==> src/rtl/alu_result_queue.sv <==
// rtl/alu_result_queue.sv - FIFO buffering ALU results with saturating error statistics
module alu_result_queue #(
    parameter int DEPTH = 4,
    parameter int CNT_W = 8
) (
    input  logic                      clk,
    input  logic                      rst_n,
    input  logic                      in_valid,
    output logic                      in_ready,
    input  logic [31:0]               in_c,
    input  logic [1:0]                in_error,
    input  logic [3:0]                in_opcode,
    output logic                      out_valid,
    input  logic                      out_ready,
    output logic [31:0]               out_c,
    output logic [1:0]                out_error,
    output logic [3:0]                out_opcode,
    output logic [$clog2(DEPTH):0]    count,
    output logic                      full,
    output logic                      empty,
    input  logic                      clr_stats,
    output logic [CNT_W-1:0]          ovf_cnt,
    output logic [CNT_W-1:0]          div0_cnt
);

    localparam int AW = $clog2(DEPTH);
    localparam logic [AW:0]      FULL_CNT = DEPTH[AW:0];
    localparam logic [AW:0]      CNT_ONE  = 1;
    localparam logic [AW-1:0]    PTR_ONE  = 1;
    localparam logic [CNT_W-1:0] STAT_MAX = '1;
    localparam logic [CNT_W-1:0] STAT_ONE = 1;

    // Entry layout: {opcode[37:34], error[33:32], c[31:0]}
    logic [37:0]   mem [DEPTH];
    logic [AW-1:0] rd_ptr;
    logic [AW-1:0] wr_ptr;
    logic [AW:0]   count_q;
    logic [37:0]   head;
    logic          push;
    logic          pop;

    assign full      = (count_q == FULL_CNT);
    assign empty     = (count_q == '0);
    assign count     = count_q;
    assign in_ready  = !full;
    assign out_valid = !empty;
    assign push      = in_valid && in_ready;
    assign pop       = out_valid && out_ready;

    assign head       = mem[rd_ptr];
    assign out_c      = empty ? 32'd0 : head[31:0];
    assign out_error  = empty ? 2'd0  : head[33:32];
    assign out_opcode = empty ? 4'd0  : head[37:34];

    always_ff @(posedge clk) begin
        if (push) begin
            mem[wr_ptr] <= {in_opcode, in_error, in_c};
        end
    end

    always_ff @(posedge clk or negedge rst_n) begin
        if (!rst_n) begin
            rd_ptr  <= '0;
            wr_ptr  <= '0;
            count_q <= '0;
        end else begin
            if (push) begin
                wr_ptr <= wr_ptr + PTR_ONE;
            end
            if (pop) begin
                rd_ptr <= rd_ptr + PTR_ONE;
            end
            case ({push, pop})
                2'b10:   count_q <= count_q + CNT_ONE;
                2'b01:   count_q <= count_q - CNT_ONE;
                default: count_q <= count_q;
            endcase
        end
    end

    // Clear takes priority over a same-cycle increment
    always_ff @(posedge clk or negedge rst_n) begin
        if (!rst_n) begin
            ovf_cnt  <= '0;
            div0_cnt <= '0;
        end else if (clr_stats) begin
            ovf_cnt  <= '0;
            div0_cnt <= '0;
        end else if (push) begin
            if (in_error[0] && ovf_cnt != STAT_MAX) begin
                ovf_cnt <= ovf_cnt + STAT_ONE;
            end
            if (in_error[1] && div0_cnt != STAT_MAX) begin
                div0_cnt <= div0_cnt + STAT_ONE;
            end
        end
    end

endmodule

==> config.mk <==
export PLATFORM = sky130hd
export DESIGN_NAME = alu_result_queue
export DESIGN_NICKNAME = d
export VERILOG_FILES = /design/src/rtl/alu_result_queue.sv
export SDC_FILE = /design/constraint.sdc
export NUM_CORES = 1
export LEC_CHECK = 0
export CORE_AREA = 4 4 106 183
export CTS_CLUSTER_SIZE = 14
export DETAILED_ROUTE_END_ITERATION = 10
export DIE_AREA = 0 0 110 187
export PLACE_DENSITY = 0.6
export SLEW_MARGIN = 15
export SYNTH_ARGS = -nofsm -noshare
export SYNTH_HDL_FRONTEND = slang
export SYNTH_SLANG_ARGS = --single-unit
==> constraint.sdc <==
create_clock -name clk -period 5.1 [get_ports clk]
set_clock_uncertainty 0.15 [all_clocks]
set_input_delay 0.765 -clock clk [delete_from_list [all_inputs] [get_ports clk]]
set_output_delay 0.765 -clock clk [all_outputs]
set_load 0.01 [all_outputs]
== After elaboration in Yosys (flattened, before gate mapping) ==
Memories as Yosys holds them, arrays and structs flattened.
Index checks and enable logic that the tools add are counted.

* Register bits after elaboration: 23
* Latch bits: 0
* Bits in writable memories: 152
* ROM bits: 0
* Input bits: 43
* Output and inout port bits: 61
* Word-level logic and storage cells: 42
* Memories: 1

* $add $sub $neg: 6
* Multipliers: 0
* Divide/modulo/power cells: 0
* Magnitude comparators: 0
* Eq/ne operators: 5
* Shift operators: 0
* Multiplexer cells: 12
* Bitwise gates (word level): 0
* Reductions and logical operators: 13

{| class="wikitable"
|+ Memories
! memory !! words !! bits a word !! read ports !! clocked after Yosys merged registers in !! write ports !! RTL line !! RTL
|-
| mem || 4 || 38 || 1 || 0 || 1 || 34 || <nowiki>logic [37:0] mem [DEPTH];</nowiki>
|}

{| class="wikitable"
|+ Operators with widths
! cell !! number
|-
| 8-bit two-way mux || 6
|-
| 32-bit two-way mux || 1
|-
| 8-bit by 1-bit adder with 8-bit output (second input constant) || 2
|-
| 8-bit != test (second input constant) || 2
|-
| 2-bit nonzero test || 4
|-
| 3-bit one-hot mux with 2 select lines || 1
|-
| 2-bit by 1-bit adder with 2-bit output (second input constant) || 2
|-
| 1-bit logical AND || 4
|-
| 4-bit two-way mux || 1
|-
| 2-bit AND reduction || 2
|-
| 3-bit by 1-bit adder with 3-bit output (second input constant) || 1
|-
| 3-bit == test (second input constant) || 1
|-
| 3-bit zero test || 1
|-
| 3-bit by 1-bit subtractor with 3-bit output (second input constant) || 1
|-
| 2-bit by 1-bit == test with 1-bit output (second input constant) || 1
|-
| 2-bit == test (second input constant) || 1
|-
| 1-bit zero test || 2
|-
| 1-bit two-way mux || 2
|-
| 2-bit two-way mux || 1
|}

== Longest topological paths before layout ==
* Depth after elaboration: 5
* Gate-level depth with buffers: 9
* Depth with buffers taken out: 8

== Worst setup path after synthesis ==
Ideal clock, no wire load.

* Path kind: reg2out
* Start point: register rd_ptr[0]
* End point: output out_c[0]
* Data arrival time: 1.421 ns
* Data required time: 4.185 ns
* Setup slack: 2.764 ns
* Cell stages (with the launch flop): 5
* Path buffers: 2
* Cells stage by stage: dfrtp_1 -> clkbuf_1 -> buf_2 -> mux4_2 -> and2_1

* Word-level cells in the longest chain between the ends: 2

{| class="wikitable"
|+ Ends and longest elaborated chain
! what !! RTL line !! RTL
|-
| from (decl) || 35 || <nowiki>logic [AW-1:0] rd_ptr;</nowiki>
|-
| from (signal assigned) || 71 || <nowiki>rd_ptr <= rd_ptr + PTR_ONE;</nowiki>
|-
| memory 4 x 38 bit || -- ||
|-
| 32-bit two-way mux || 51 || <nowiki>assign out_c = empty ? 32'd0 : head[31:0];</nowiki>
|-
| to (decl) || 15 || <nowiki>output logic [31:0] out_c,</nowiki>
|}

No other way between the ends.

== Worst setup path after layout ==
* Start point: register rd_ptr[0]
* End point: output out_c[6]

Same word-level chain as after synthesis.

==> impl_metrics.toml <==
[worst_setup_path]
cp_num_buf_inv = 2
path_cells = "buf_4 > mux4_2 > and2_1 > clkdlybuf4s50_1"
slowest_stage = "dfrtp_2"
cp_top_family = "buffers and inverters"
setup.worst_path.start_class = "register"
critical_path_class = "register to primary output"
required_ns = 4.18
cp.arrival_ns = 2.67
slowest_delay_ns = 0.65
end_kind = "primary output"
worstPathMaxFanout = 14

[clock_network]
cts_buffer_depth = 2
cts_tree = "yes"
ctsResizeCount = 0
path_clk_slew_ns = 0.07
root_buffer = "clkbuf_16"
cts_hold_buf = 0
numCtsBuffers = 17
clock_sinks = 175
post-cts-setup-buffers = 0
clk_latency_ns = 0.42
h-tree-depth = 4

[grt]
grt_use_total_pct = 15.3
first_global_vias = 4194
grt_first_pass_wirelength_microns = 23300
gr-total-overflow = 0
grt_max_degree = 42
grt_antenna_before_repair = 1

[floorplan]
ios = 104
die_w_microns = 110
core_sq_um = 18000
die_y_microns = 187
start_util_pct = 39.1
rows = 65
die-area_sq_um = 20600

[sta]
final_max_slew_viol_count = 0
fin_ws_ns = 1.51
hold_violations = 0
setup_viol = 0
fmax_mhz = 279
finalCritPeriodShare_pct = 70.3
rsz0062_at_grt = "no"
relSlewSlack_pct = 28.2
fin_hold_ws_ns = 0.179
setup_tns_ns = 0
tightest_slew_ns = 1.08
period_needed_ns = 3.59

[yosys]
synthSimpleGateAreaFrac_pct = 8.11
synth_xor_xnor_area_share_pct = 0.872
synth_cells = 374
ys_ff_latch = 175
synth_fa_ha_area_share_pct = 1.53
synth.distinct_cells = 41
yosys_warnings = 0
synth_top_family_by_area = "multiplexers"
synth_area_sq_um = 7030
synth.avg_cell_area_sq_um = 18.8
synthArstFlopShare_pct = 13.1
synth-edff-count = 152
synthMuxAreaShare_pct = 12.8
synth_nets = 425
synth-compound-area-share_pct = 1.92
ys.flop_type = "edfxtp_1"
yosysSeqAreaShare_pct = 73.1

[power_and_ir_drop]
p_comb_share_pct = 34.1
p_sw_share_pct = 29.2
power_mw = 5.01
power_density_nw_per_um2 = 566
pwr-share-seq_pct = 40.7
leakagePower_nw = 2.98
internal-power_mw = 3.55
switchingPower_mw = 1.46
clockPowerShare_pct = 25.2
ir_worst_vdd_v = 0.000261

[placed_design]
place_congestion = 0.747
placed_cell_area_sq_um = 8290
dp_slack_ns = 1.85
io_buffers = 103
placed_cells = 696
dpl.hpwl_microns = 9070

[hold_path]
hold_path_class = "input port to asynchronous set/reset pin"

[route]
drt-pass1-iter-count = 4
viasPerCell = 5.03
drc = 0
dr.first_iter.drc_count = 128
wirelength_microns = 14400
wl_per_cell_microns = 19.8
vias = 3664
ant_nets = 0

[status]
status = "complete, no violations"

[final_layout]
fin_nets = 532
area_growth_pct = 26.0
antenna_cells = 0
fin_util_pct = 49.3
final_cell_area_sq_um = 8860
drive_gt1_share_pct = 17.2
final_cells = 728

[run]
cap_violations = 0
-- final cells by class --
cell class | count | area [sq um]
sequential | 175 | 5140
fill | 1486 | 9110
timing repair buffer | 105 | 1040
inverter | 9 | 33.8
multi-input combinational | 173 | 1770
clock buffer | 20 | 458
clock inverter | 12 | 124
tap | 234 | 293
-- kinds of logic (layout without fill, tap and decap cells) --
group | Yosys count | count (layout)
flops | 175 | 175
simple gates | 95 | 95
mux | 42 | 42
buf+inv | 26 | 146
compound gates | 21 | 21
fa+ha+maj | 8 | 8
xor+xnor | 7 | 7
-- metal layers --
metal / track usage (%) / wire (microns) / up-vias
met3: 4.56 / 627 / 11
met5: 0 / 20 / -
met4: 4.03 / 152 / 2
li1: - / - / 1686
met1: 16.8 / 5320 / 1897
met2: 27.9 / 8290 / 68
-- cells in the final DEF (no fill, tap or decap), drive strengths merged, types with 3 or more instances in the layout --
cell type	n
nand3	7
and3	5
xor2	4
clkinv	3
xnor2	3
ha	7
mux4	38
buf	3
a21oi	9
clkbuf	20
nand2	9
clkinvlp	3
dfrtp	23
nor3	5
or3	7
nor2	7
inv	14
and2	39
edfxtp	152
o21ai	7
clkdlybuf4s50	102
-- synthesized netlist by cell type, types with 7 or more instances --
library cell	number	share of area [%]
nand3_1	7	0.50
a21oi_1	9	0.64
ha_1	7	1.2
mux4_2	38	12
inv_1	9	0.48
clkbuf_1	8	0.43
nand2_1	9	0.48
dfrtp_1	23	8.2
o21ai_0	7	0.50
edfxtp_1	152	65
nor2_1	7	0.37
and2_1	39	3.5
-- power groups by stage --
stage,Combinational [mW],Sequential [mW],Clock [mW]
2_1_floorplan,1.02,1.95,0
3_3_place_gp,1.74,2.06,0
3_5_place_dp,1.77,2.08,0
4_1_cts,1.77,2.05,1.29
5_1_grt,1.86,2.08,1.36
6_report,1.71,2.04,1.26
-- worst reg2reg max path, cell delays in order, from the launching register on --
cell,delay (ns)
dfrtp_1,0.44
or3_2,0.86
and2_1,0.35
ha_1,0.23
inv_1,0.08
fa_1,0.19
xor2_1,0.15
nor2_1,0.06
xor2_1,0.14
-- flip-flops by register name, indices dropped and copies added (netlist names) --
register and count:
mem 152, div0_cnt 8, ovf_cnt 8, count 3
rd_ptr 2, wr_ptr 2
-- worst paths after layout --
path / start / to / slack [ns] / cells past startpoint
min: rst_n / ovf_cnt[1]$_DFFE_PN0P_ / 0.18 / 1
min in group clk: count[2]$_DFFE_PN0P_ / count[2]$_DFFE_PN0P_ / 0.37 / 1
max reg2reg: count[0]$_DFFE_PN0P_ / count[2]$_DFFE_PN0P_ / 2.33 / 8
max in group asynchronous: rst_n / rd_ptr[1]$_DFFE_PN0P_ / 4.21 / 1
max: rd_ptr[0]$_DFFE_PN0P_ / out_c[6] / 1.51 / 4
min reg2reg: count[2]$_DFFE_PN0P_ / count[2]$_DFFE_PN0P_ / 0.37 / 1
No activity file was read; power rests on OpenSTA's default activity.
